--- src/rtl/dcache_axi_line_bridge.sv ---
// dcache_axi_line_bridge
// Memory-side responder for D$ line requests. A refill becomes one AXI4 INCR
// read burst (AR/R) and a dirty-line writeback becomes one INCR write burst
// (AW/W/B). One transaction is outstanding at a time; the refilled line or
// the write completion is returned on the resp handshake.
//
// Ports
//   clk_i, rst_ni               clock, asynchronous active-low reset
//   req_*                       D$ request: valid/ready, we, line address, line data
//   resp_*                      D$ response: valid/ready, line data (0 for writes), error
//   m_axi_ar*/m_axi_r*          AXI read address and read data channels
//   m_axi_aw*/m_axi_w*/m_axi_b* AXI write address, write data and write response channels
module dcache_axi_line_bridge #(
    parameter int unsigned ADDR_WIDTH     = 32,
    parameter int unsigned LINE_BYTES     = 64,
    parameter int unsigned AXI_DATA_WIDTH = 32,
    parameter int unsigned AXI_ID         = 0
) (
    input  logic                        clk_i,
    input  logic                        rst_ni,

    input  logic                        req_valid_i,
    output logic                        req_ready_o,
    input  logic                        req_we_i,
    input  logic [ADDR_WIDTH-1:0]       req_addr_i,
    input  logic [LINE_BYTES*8-1:0]     req_data_i,

    output logic                        resp_valid_o,
    input  logic                        resp_ready_i,
    output logic [LINE_BYTES*8-1:0]     resp_data_o,
    output logic                        resp_err_o,

    output logic                        m_axi_arvalid,
    input  logic                        m_axi_arready,
    output logic [ADDR_WIDTH-1:0]       m_axi_araddr,
    output logic [3:0]                  m_axi_arid,
    output logic [7:0]                  m_axi_arlen,
    output logic [2:0]                  m_axi_arsize,
    output logic [1:0]                  m_axi_arburst,

    input  logic                        m_axi_rvalid,
    output logic                        m_axi_rready,
    input  logic [AXI_DATA_WIDTH-1:0]   m_axi_rdata,
    input  logic [1:0]                  m_axi_rresp,
    input  logic                        m_axi_rlast,

    output logic                        m_axi_awvalid,
    input  logic                        m_axi_awready,
    output logic [ADDR_WIDTH-1:0]       m_axi_awaddr,
    output logic [3:0]                  m_axi_awid,
    output logic [7:0]                  m_axi_awlen,
    output logic [2:0]                  m_axi_awsize,
    output logic [1:0]                  m_axi_awburst,

    output logic                        m_axi_wvalid,
    input  logic                        m_axi_wready,
    output logic [AXI_DATA_WIDTH-1:0]   m_axi_wdata,
    output logic [AXI_DATA_WIDTH/8-1:0] m_axi_wstrb,
    output logic                        m_axi_wlast,

    input  logic                        m_axi_bvalid,
    output logic                        m_axi_bready,
    input  logic [1:0]                  m_axi_bresp
);

    localparam int unsigned LINE_W   = LINE_BYTES * 8;
    localparam int unsigned BEATS    = LINE_W / AXI_DATA_WIDTH;
    localparam int unsigned BEAT_W   = (BEATS > 1) ? $clog2(BEATS) : 1;
    localparam int unsigned STRB_W   = AXI_DATA_WIDTH / 8;
    localparam int unsigned WORD_SH  = $clog2(AXI_DATA_WIDTH);
    localparam int unsigned LIDX_W   = $clog2(LINE_W);
    localparam logic [BEAT_W-1:0] LAST_BEAT = BEAT_W'(BEATS - 1);

    typedef enum logic [2:0] {
        IDLE,
        RD_ADDR,
        RD_DATA,
        WR_ADDR,
        WR_DATA,
        WR_RESP,
        RESP
    } state_e;

    state_e                  state_q;
    logic [BEAT_W-1:0]       beat_q;
    logic [ADDR_WIDTH-1:0]   addr_q;
    logic [LINE_W-1:0]       line_q;

    logic [ADDR_WIDTH-1:0]   aligned_addr_c;
    logic [BEAT_W-1:0]       beat_next_c;
    logic [LIDX_W-1:0]       rd_lsb_c;
    logic [LIDX_W-1:0]       wr_lsb_c;
    logic [LINE_W-1:0]       rd_line_c;

    // Constant burst attributes; address comes from the captured request.
    assign m_axi_araddr  = addr_q;
    assign m_axi_arid    = 4'(AXI_ID);
    assign m_axi_arlen   = 8'(BEATS - 1);
    assign m_axi_arsize  = 3'($clog2(STRB_W));
    assign m_axi_arburst = 2'b01;

    assign m_axi_awaddr  = addr_q;
    assign m_axi_awid    = 4'(AXI_ID);
    assign m_axi_awlen   = 8'(BEATS - 1);
    assign m_axi_awsize  = 3'($clog2(STRB_W));
    assign m_axi_awburst = 2'b01;
    assign m_axi_wstrb   = '1;

    // Masking (rather than slicing) keeps every address bit in use.
    assign aligned_addr_c = req_addr_i & ~ADDR_WIDTH'(LINE_BYTES - 1);

    assign beat_next_c = beat_q + BEAT_W'(1);
    assign rd_lsb_c    = LIDX_W'({beat_q, WORD_SH'(0)});
    assign wr_lsb_c    = LIDX_W'({beat_next_c, WORD_SH'(0)});

    // Line buffer with the current R beat merged in, so the final beat can be
    // forwarded to resp_data_o on the same edge it is stored.
    always_comb begin
        rd_line_c = line_q;
        rd_line_c[rd_lsb_c +: AXI_DATA_WIDTH] = m_axi_rdata;
    end

    // Transaction FSM; every handshake output is a flop updated with the state.
    always_ff @(posedge clk_i or negedge rst_ni) begin
        if (!rst_ni) begin
            state_q       <= IDLE;
            beat_q        <= '0;
            addr_q        <= '0;
            line_q        <= '0;
            req_ready_o   <= 1'b0;
            resp_valid_o  <= 1'b0;
            resp_data_o   <= '0;
            resp_err_o    <= 1'b0;
            m_axi_arvalid <= 1'b0;
            m_axi_rready  <= 1'b0;
            m_axi_awvalid <= 1'b0;
            m_axi_wvalid  <= 1'b0;
            m_axi_wdata   <= '0;
            m_axi_wlast   <= 1'b0;
            m_axi_bready  <= 1'b0;
        end else begin
            case (state_q)
                IDLE: begin
                    req_ready_o <= 1'b1;
                    if (req_valid_i && req_ready_o) begin
                        req_ready_o <= 1'b0;
                        addr_q      <= aligned_addr_c;
                        line_q      <= req_data_i;
                        beat_q      <= '0;
                        resp_err_o  <= 1'b0;
                        resp_data_o <= '0;
                        if (req_we_i) begin
                            m_axi_awvalid <= 1'b1;
                            state_q       <= WR_ADDR;
                        end else begin
                            m_axi_arvalid <= 1'b1;
                            state_q       <= RD_ADDR;
                        end
                    end
                end

                RD_ADDR: begin
                    if (m_axi_arready) begin
                        m_axi_arvalid <= 1'b0;
                        m_axi_rready  <= 1'b1;
                        state_q       <= RD_DATA;
                    end
                end

                // Termination follows the beat count; rlast is only checked.
                RD_DATA: begin
                    if (m_axi_rvalid) begin
                        line_q <= rd_line_c;
                        if (m_axi_rresp != 2'b00) begin
                            resp_err_o <= 1'b1;
                        end
                        if (m_axi_rlast != (beat_q == LAST_BEAT)) begin
                            resp_err_o <= 1'b1;
                        end
                        if (beat_q == LAST_BEAT) begin
                            m_axi_rready <= 1'b0;
                            resp_valid_o <= 1'b1;
                            resp_data_o  <= rd_line_c;
                            beat_q       <= '0;
                            state_q      <= RESP;
                        end else begin
                            beat_q <= beat_next_c;
                        end
                    end
                end

                // W is only launched once AW has been taken.
                WR_ADDR: begin
                    if (m_axi_awready) begin
                        m_axi_awvalid <= 1'b0;
                        m_axi_wvalid  <= 1'b1;
                        m_axi_wdata   <= line_q[AXI_DATA_WIDTH-1:0];
                        m_axi_wlast   <= (LAST_BEAT == '0);
                        state_q       <= WR_DATA;
                    end
                end

                WR_DATA: begin
                    if (m_axi_wready) begin
                        if (m_axi_wlast) begin
                            m_axi_wvalid <= 1'b0;
                            m_axi_wlast  <= 1'b0;
                            m_axi_bready <= 1'b1;
                            beat_q       <= '0;
                            state_q      <= WR_RESP;
                        end else begin
                            beat_q      <= beat_next_c;
                            m_axi_wdata <= line_q[wr_lsb_c +: AXI_DATA_WIDTH];
                            m_axi_wlast <= (beat_next_c == LAST_BEAT);
                        end
                    end
                end

                WR_RESP: begin
                    if (m_axi_bvalid) begin
                        m_axi_bready <= 1'b0;
                        if (m_axi_bresp != 2'b00) begin
                            resp_err_o <= 1'b1;
                        end
                        resp_valid_o <= 1'b1;
                        state_q      <= RESP;
                    end
                end

                RESP: begin
                    if (resp_ready_i) begin
                        resp_valid_o <= 1'b0;
                        resp_data_o  <= '0;
                        req_ready_o  <= 1'b1;
                        beat_q       <= '0;
                        state_q      <= IDLE;
                    end
                end

                default: begin
                    state_q <= IDLE;
                end
            endcase
        end
    end

endmodule

--- config.mk ---
export PLATFORM = sky130hd
export DESIGN_NAME = dcache_axi_line_bridge
export DESIGN_NICKNAME = d
export VERILOG_FILES = /design/src/rtl/dcache_axi_line_bridge.sv
export SDC_FILE = /design/constraint.sdc
export NUM_CORES = 2
export LEC_CHECK = 0
export ABC_AREA = 1
export CORE_AREA = 2 2 480 482
export DETAILED_ROUTE_END_ITERATION = 12
export DIE_AREA = 0 0 482 484
export SLEW_MARGIN = 20
export SYNTH_ARGS = -nofsm -noshare
export SYNTH_HDL_FRONTEND = slang
export SYNTH_SLANG_ARGS = --single-unit
--- constraint.sdc ---
create_clock -name clk_i -period 3.1 [get_ports clk_i]
set_input_delay 0.93 -clock clk_i [delete_from_list [all_inputs] [get_ports clk_i]]
set_output_delay 0.93 -clock clk_i [all_outputs]
set_load 0.05 [all_outputs]
# [Word-level counts from Yosys, hierarchy flattened]
# Index checks and enable logic that the tools add are counted.
[totals] regBits=1098 inputBits=591 output_inout_bits=655 wordCells=142
[classes] add_sub_neg=2 n_eq_ne=23 shift=3 mux=69 reduce_logical=30
[ops] operator="512-bit two-way mux" n=6
[ops] operator="512-bit one-hot mux with 3 select lines" n=1
[ops] operator="512-bit one-hot mux with 2 select lines" n=1
[ops] operator="512-bit bitwise mux" n=1
[ops] operator="32-bit by 11-bit variable shift with 512-bit output (first input constant)" n=1
[ops] operator="32-bit by 11-bit variable part select with 512-bit output" n=1
[ops] operator="512-bit by 10-bit variable part select with 32-bit output" n=1
[ops] operator="32-bit two-way mux" n=3
[ops] operator="32-bit one-hot mux with 2 select lines" n=1
[ops] operator="1-bit two-way mux" n=29
[ops] operator="3-bit two-way mux" n=9
[ops] operator="2-bit inequality test (second input constant)" n=13
[ops] operator="4-bit two-way mux" n=6
[ops] operator="4-bit AND reduction" n=6
[ops] operator="3-bit one-hot mux with 7 select lines" n=1
[ops] operator="2-bit nonzero test" n=9
[ops] operator="4-bit one-hot mux with 4 select lines" n=1
[ops] operator="5-bit AND reduction" n=3
[ops] operator="1-bit one-hot mux with 2 select lines" n=7
[ops] operator="9-bit negator with 11-bit output" n=1
[ops] operator="3-bit == test (second input constant)" n=3
[ops] operator="9-bit AND reduction" n=1
[ops] operator="3-bit nonzero test" n=3
[ops] operator="4-bit == test (second input constant)" n=2
[ops] operator="other kinds (13)" n=17

# [Longest topological paths before layout]
[depth] ltp_word=6 mapped_depth=18 depth_no_buf=12

# [Least setup slack after synthesis]
# Ideal clock, no wire load.
[synth_timing] path_kind="reg-to-reg" startpoint="register beat_q[0]" endpoint="register resp_data_o[384]" setup_time_ps=133 t_arrival_ps=2888 required_time_ps=2967 slack_ps=79 path_stages_with_launch=16 path_buffers=7 synth_period_minus_slack_ps=3021 cell_sequence="dfrtp_1 buf_2 inv_1 buf_2 buf_2 buf_1 ha_1 clkbuf_1 inv_1 nand3_1 nor2_1 buf_2 buf_1 nand3_1 nand3_1 o21ai_0"
[synth_between] elab_chain_len=6 elab_cells_between_ends=10 classes_between="add/sub: 1; eq/ne: 2; shift: 2; mux: 4; reduce/logical: 1"
[synth_lines] element="start, declared" line="85" text="logic [BEAT_W-1:0] beat_q;"
[synth_lines] element="start signal, assigned" line="187" text="beat_q <= beat_next_c;"
[synth_lines] element="start signal, assigned" line="212" text="beat_q <= beat_next_c;"
[synth_lines] element="9-bit negator with 11-bit output" line="120" text="rd_line_c[rd_lsb_c +: AXI_DATA_WIDTH] = m_axi_rdata;"
[synth_lines] element="32-bit by 11-bit variable part select with 512-bit output or 32-bit by 11-bit variable shift with 512-bit output (tied branches)" line="120"
[synth_lines] element="512-bit bitwise mux" line="120"
[synth_lines] element="512-bit two-way mux" line="180" text="if (beat_q == LAST_BEAT) begin"
[synth_lines] element="512-bit two-way mux" line="172" text="if (m_axi_rvalid) begin"
[synth_lines] element="512-bit one-hot mux with 3 select lines" line="142" text="case (state_q)"
[synth_lines] element="end signal, assigned" line="183" text="resp_data_o <= rd_line_c;"
[synth_lines] element="end, declared" line="30" text="output logic [LINE_BYTES*8-1:0] resp_data_o,"
# Parallel ways exist; a longest one is shown, timed or not. The select of a mux whose other input is x is not followed.
# A chain may end at the register's enable or synchronous reset.

# [Worst setup path after layout]
[layout_timing] startpoint="register resp_data_o[212]" endpoint="output port resp_data_o[212]"
# No word-level cell between the ends.

==> results.json <==
{
  "leakagePower_nw": 37.8,
  "wl_per_cell_um": 32.3,
  "gp_congestion": 1.01,
  "drc": 0,
  "synth_top_area_share_pct": 47.5,
  "synth_cells": 7932,
  "start_util_pct": 25.3,
  "syn_avg_cell_area_um2": 7.29,
  "vdd_drop_max_uv": 575,
  "rr_worst_depth": 10,
  "finalHoldViolations": 0,
  "worstHoldPathCells": 2,
  "ys_ff_latch": 1098,
  "root_buffer": "clkbuf_16",
  "netlist.top_cell.by_area": "dfrtp_1",
  "seq_power_share_pct": 23.9,
  "rsz0062_at_grt": "false",
  "die_x_um": 482,
  "synth_area_mm2": 0.0578,
  "cts_buffers": 136,
  "fill_cells": 23800,
  "crit_type": "register to output pin",
  "die_h_um": 484,
  "critPathBufInv": 1,
  "drive_gt1_share_pct": 12.1,
  "drt_first_pass_iters": 7,
  "overflow": 0,
  "tritoncts": "built",
  "cp_max_fo": 2,
  "vias_per_cell": 5.27,
  "crit_path_end_kind": "output pin",
  "port-buffer-count": 1189,
  "dp.cells": 12200,
  "slowest_stage": "clkdlybuf4s50_1",
  "place_area_mm2": 0.0775,
  "synthDistinctLibCells": 31,
  "grt_pass1_vias": 62000,
  "skew_ns": 0.0375,
  "grt_pass1_wl_mm": 535,
  "internal-power_mw": 49.7,
  "cts.sinks": 1098,
  "critPathLaunchType": "register",
  "setup_tns_ns": 0,
  "clkPwrFrac_pct": 16.8,
  "maxCapViolCount": 0,
  "cp_cell_sequence": "clkdlybuf4s50_1",
  "fp-row-count": 176,
  "initialDrtViolationCount": 9281,
  "hp-class": "register to register",
  "ys_seq_area_share_pct": 47.5,
  "mostFrequentLayoutCell": "nand2_1",
  "antenna_found_initial": 82,
  "worst_pin_slew_ns": 1.00,
  "cp_top_family": "buffers and inverters",
  "crit_path_max_incr_delay_ns": 0.85,
  "ff_latch_area_mm2": 0.0275,
  "fin_crit_sh_pct": 98.9,
  "yosysWarnings": 0,
  "min_period_ns": 3.07,
  "status": "finished clean",
  "setup_viol": 0,
  "required_ns": 2.17,
  "grt_max_degree": 124,
  "swShare_pct": 52.8,
  "core_area_mm2": 0.229,
  "clk_latency_ns": 0.83,
  "routed_wl_mm": 406,
  "finish.instance_area_mm2": 0.0826,
  "syn_to_final_growth_pct": 42.8,
  "vias": 66300,
  "p_comb_share_pct": 59.3,
  "pin_count": 1246,
  "powerDensity_mw_per_mm2": 1280,
  "max_freq_ghz": 0.326,
  "p_switching_mw": 55.6,
  "nets": 9954,
  "htree_levels": 4,
  "hold_slack_ns": 0.486,
  "most-common-layout-cells": "1953 x nand2_1, 1143 x nand3_1, 1127 x a21oi_1",
  "path_clk_slew_ns": 0.06,
  "crit_arrival_ns": 2.14,
  "synth_area_leaders": "dfrtp_1 48%, nand2_1 13%, nand3_1 9.9%, a21oi_1 9.8%, nor2_1 4.1%",
  "hpwl_mm": 321,
  "slew_violations": 0,
  "final_cells": 12600,
  "clk_path_buf_depth": 3,
  "slew-limit-headroom_pct": 33.1,
  "ant_nets": 0,
  "grt_util_all_layers_pct": 33.6,
  "multi_input_area_mm2": 0.0250,
  "cp_num_cells": 1,
  "die_area_mm2": 0.233
}
==> synth_stat cells (all sizes together) <==
library cell / number
inv: 598
conb: 2
clkinv: 2
buf: 357
dfrtp: 1098
nand2: 1960
nor2: 633
nand4: 3
a211oi: 1
nand3: 1144
clkbuf: 334
a21oi: 1127
nor3: 7
or2: 1
xor2: 2
o21ai: 627
a31oi: 1
o21a: 1
o211ai: 29
ha: 5
==> routing by layer <==
metal / share of wire, % / global-route usage, % / up-vias / routed length, µm
met2: 43 / 49.3 / 4410 / 173000
met3: 10 / 9.31 / 901 / 42400
met4: 6.9 / 19.9 / 10 / 27800
met5: 0.019 / 0 / - / 77
met1: 40 / 43.7 / 32200 / 162000
li1: - / - / 28700 / -
==> tightest hold or removal path, delay by kind of cell (launching register included) <==
| kind | cells | cell delay, ns |
|---|---|---|
| compound gates | 1 | 0.06 |
| flops | 1 | 0.34 |
| simple gates | 1 | 0.05 |
==> repair_timing <==
action | in CTS | in global routing
hold endpoints to repair | 1 | 0
buffers inserted | 0 | 5
hold buffers | 1 | 0
setup endpoints to repair | 38 | 77
resized for setup | 38 | 6
pin swaps | 0 | 4
==> final timing paths <==
kind                                  start          endpoint  slack (ns)
setup / recovery           resp_data_o[212]  resp_data_o[212]        0.03
hold / removal             resp_data_o[322]  resp_data_o[322]        0.49
setup reg to reg                  beat_q[0]  resp_data_o[313]        0.07
hold reg to reg            resp_data_o[322]  resp_data_o[322]        0.49
max in group asynchronous            rst_ni      resp_valid_o        1.34
min in group asynchronous            rst_ni  resp_data_o[489]        0.56
==> cell families (layout without fill, tap and decap cells) <==
family,Yosys count,after routing,synth area share (%)
AND/OR/NAND/NOR,3748,3748,26.9
AO/OA/AOI/OAI,1786,1786,15.6
adder cells (fa/ha/maj),5,5,0.108
XOR/XNOR,2,2,0.0303
other,2,120,0.0130
flip-flops,1098,1098,47.5
buffers and inverters,1291,2778,9.81
==> flip-flops by register name, summed over array words and instances (netlist names) <==
name and cells:
m_axi_bready 1, m_axi_wvalid 1, state_q 3, req_ready_o 1
resp_err_o 1, m_axi_wlast 1, resp_data_o 512, m_axi_araddr 26
m_axi_awvalid 1, m_axi_rready 1, line_q 512, m_axi_wdata 32
beat_q 4, m_axi_arvalid 1, resp_valid_o 1
==> power groups by stage <==
stage          clock network [mW]  registers, mW  logic [mW]
2_1_floorplan                   0           30.2        26.4
4_1_cts                      17.8           24.9        61.4
3_5_place_dp                    0           25.1        61.3
6_report                     17.7           25.2        62.5
5_1_grt                      18.4           25.6        65.8
3_3_place_gp                    0           25.0        60.8
==> area by class of cell <==
| class | instances | share of cell area [%] |
|---|---|---|
| multi-input cells | 5591 | 30.3 |
| clock inverters | 64 | 1.18 |
| diodes | 70 | 0.212 |
| flip-flops and latches | 1098 | 33.3 |
| clock buffers | 183 | 4.69 |
| well taps | 3026 | 4.58 |
| repair buffers | 1931 | 23.1 |
| inverters | 600 | 2.74 |
==> metrics by stage <==
stage	utilization (%)	total power, mW	worst slack, ns
final	36.1	105	0.0330
after global routing	36.1	110	0.000229
after CTS	36.0	104	0.00303
after detailed placement	33.9	86.4	-0.160
after global placement	33.9	85.8	-0.117
after floorplan	-	56.7	0.0791
Power figures use the tool's default switching activity.
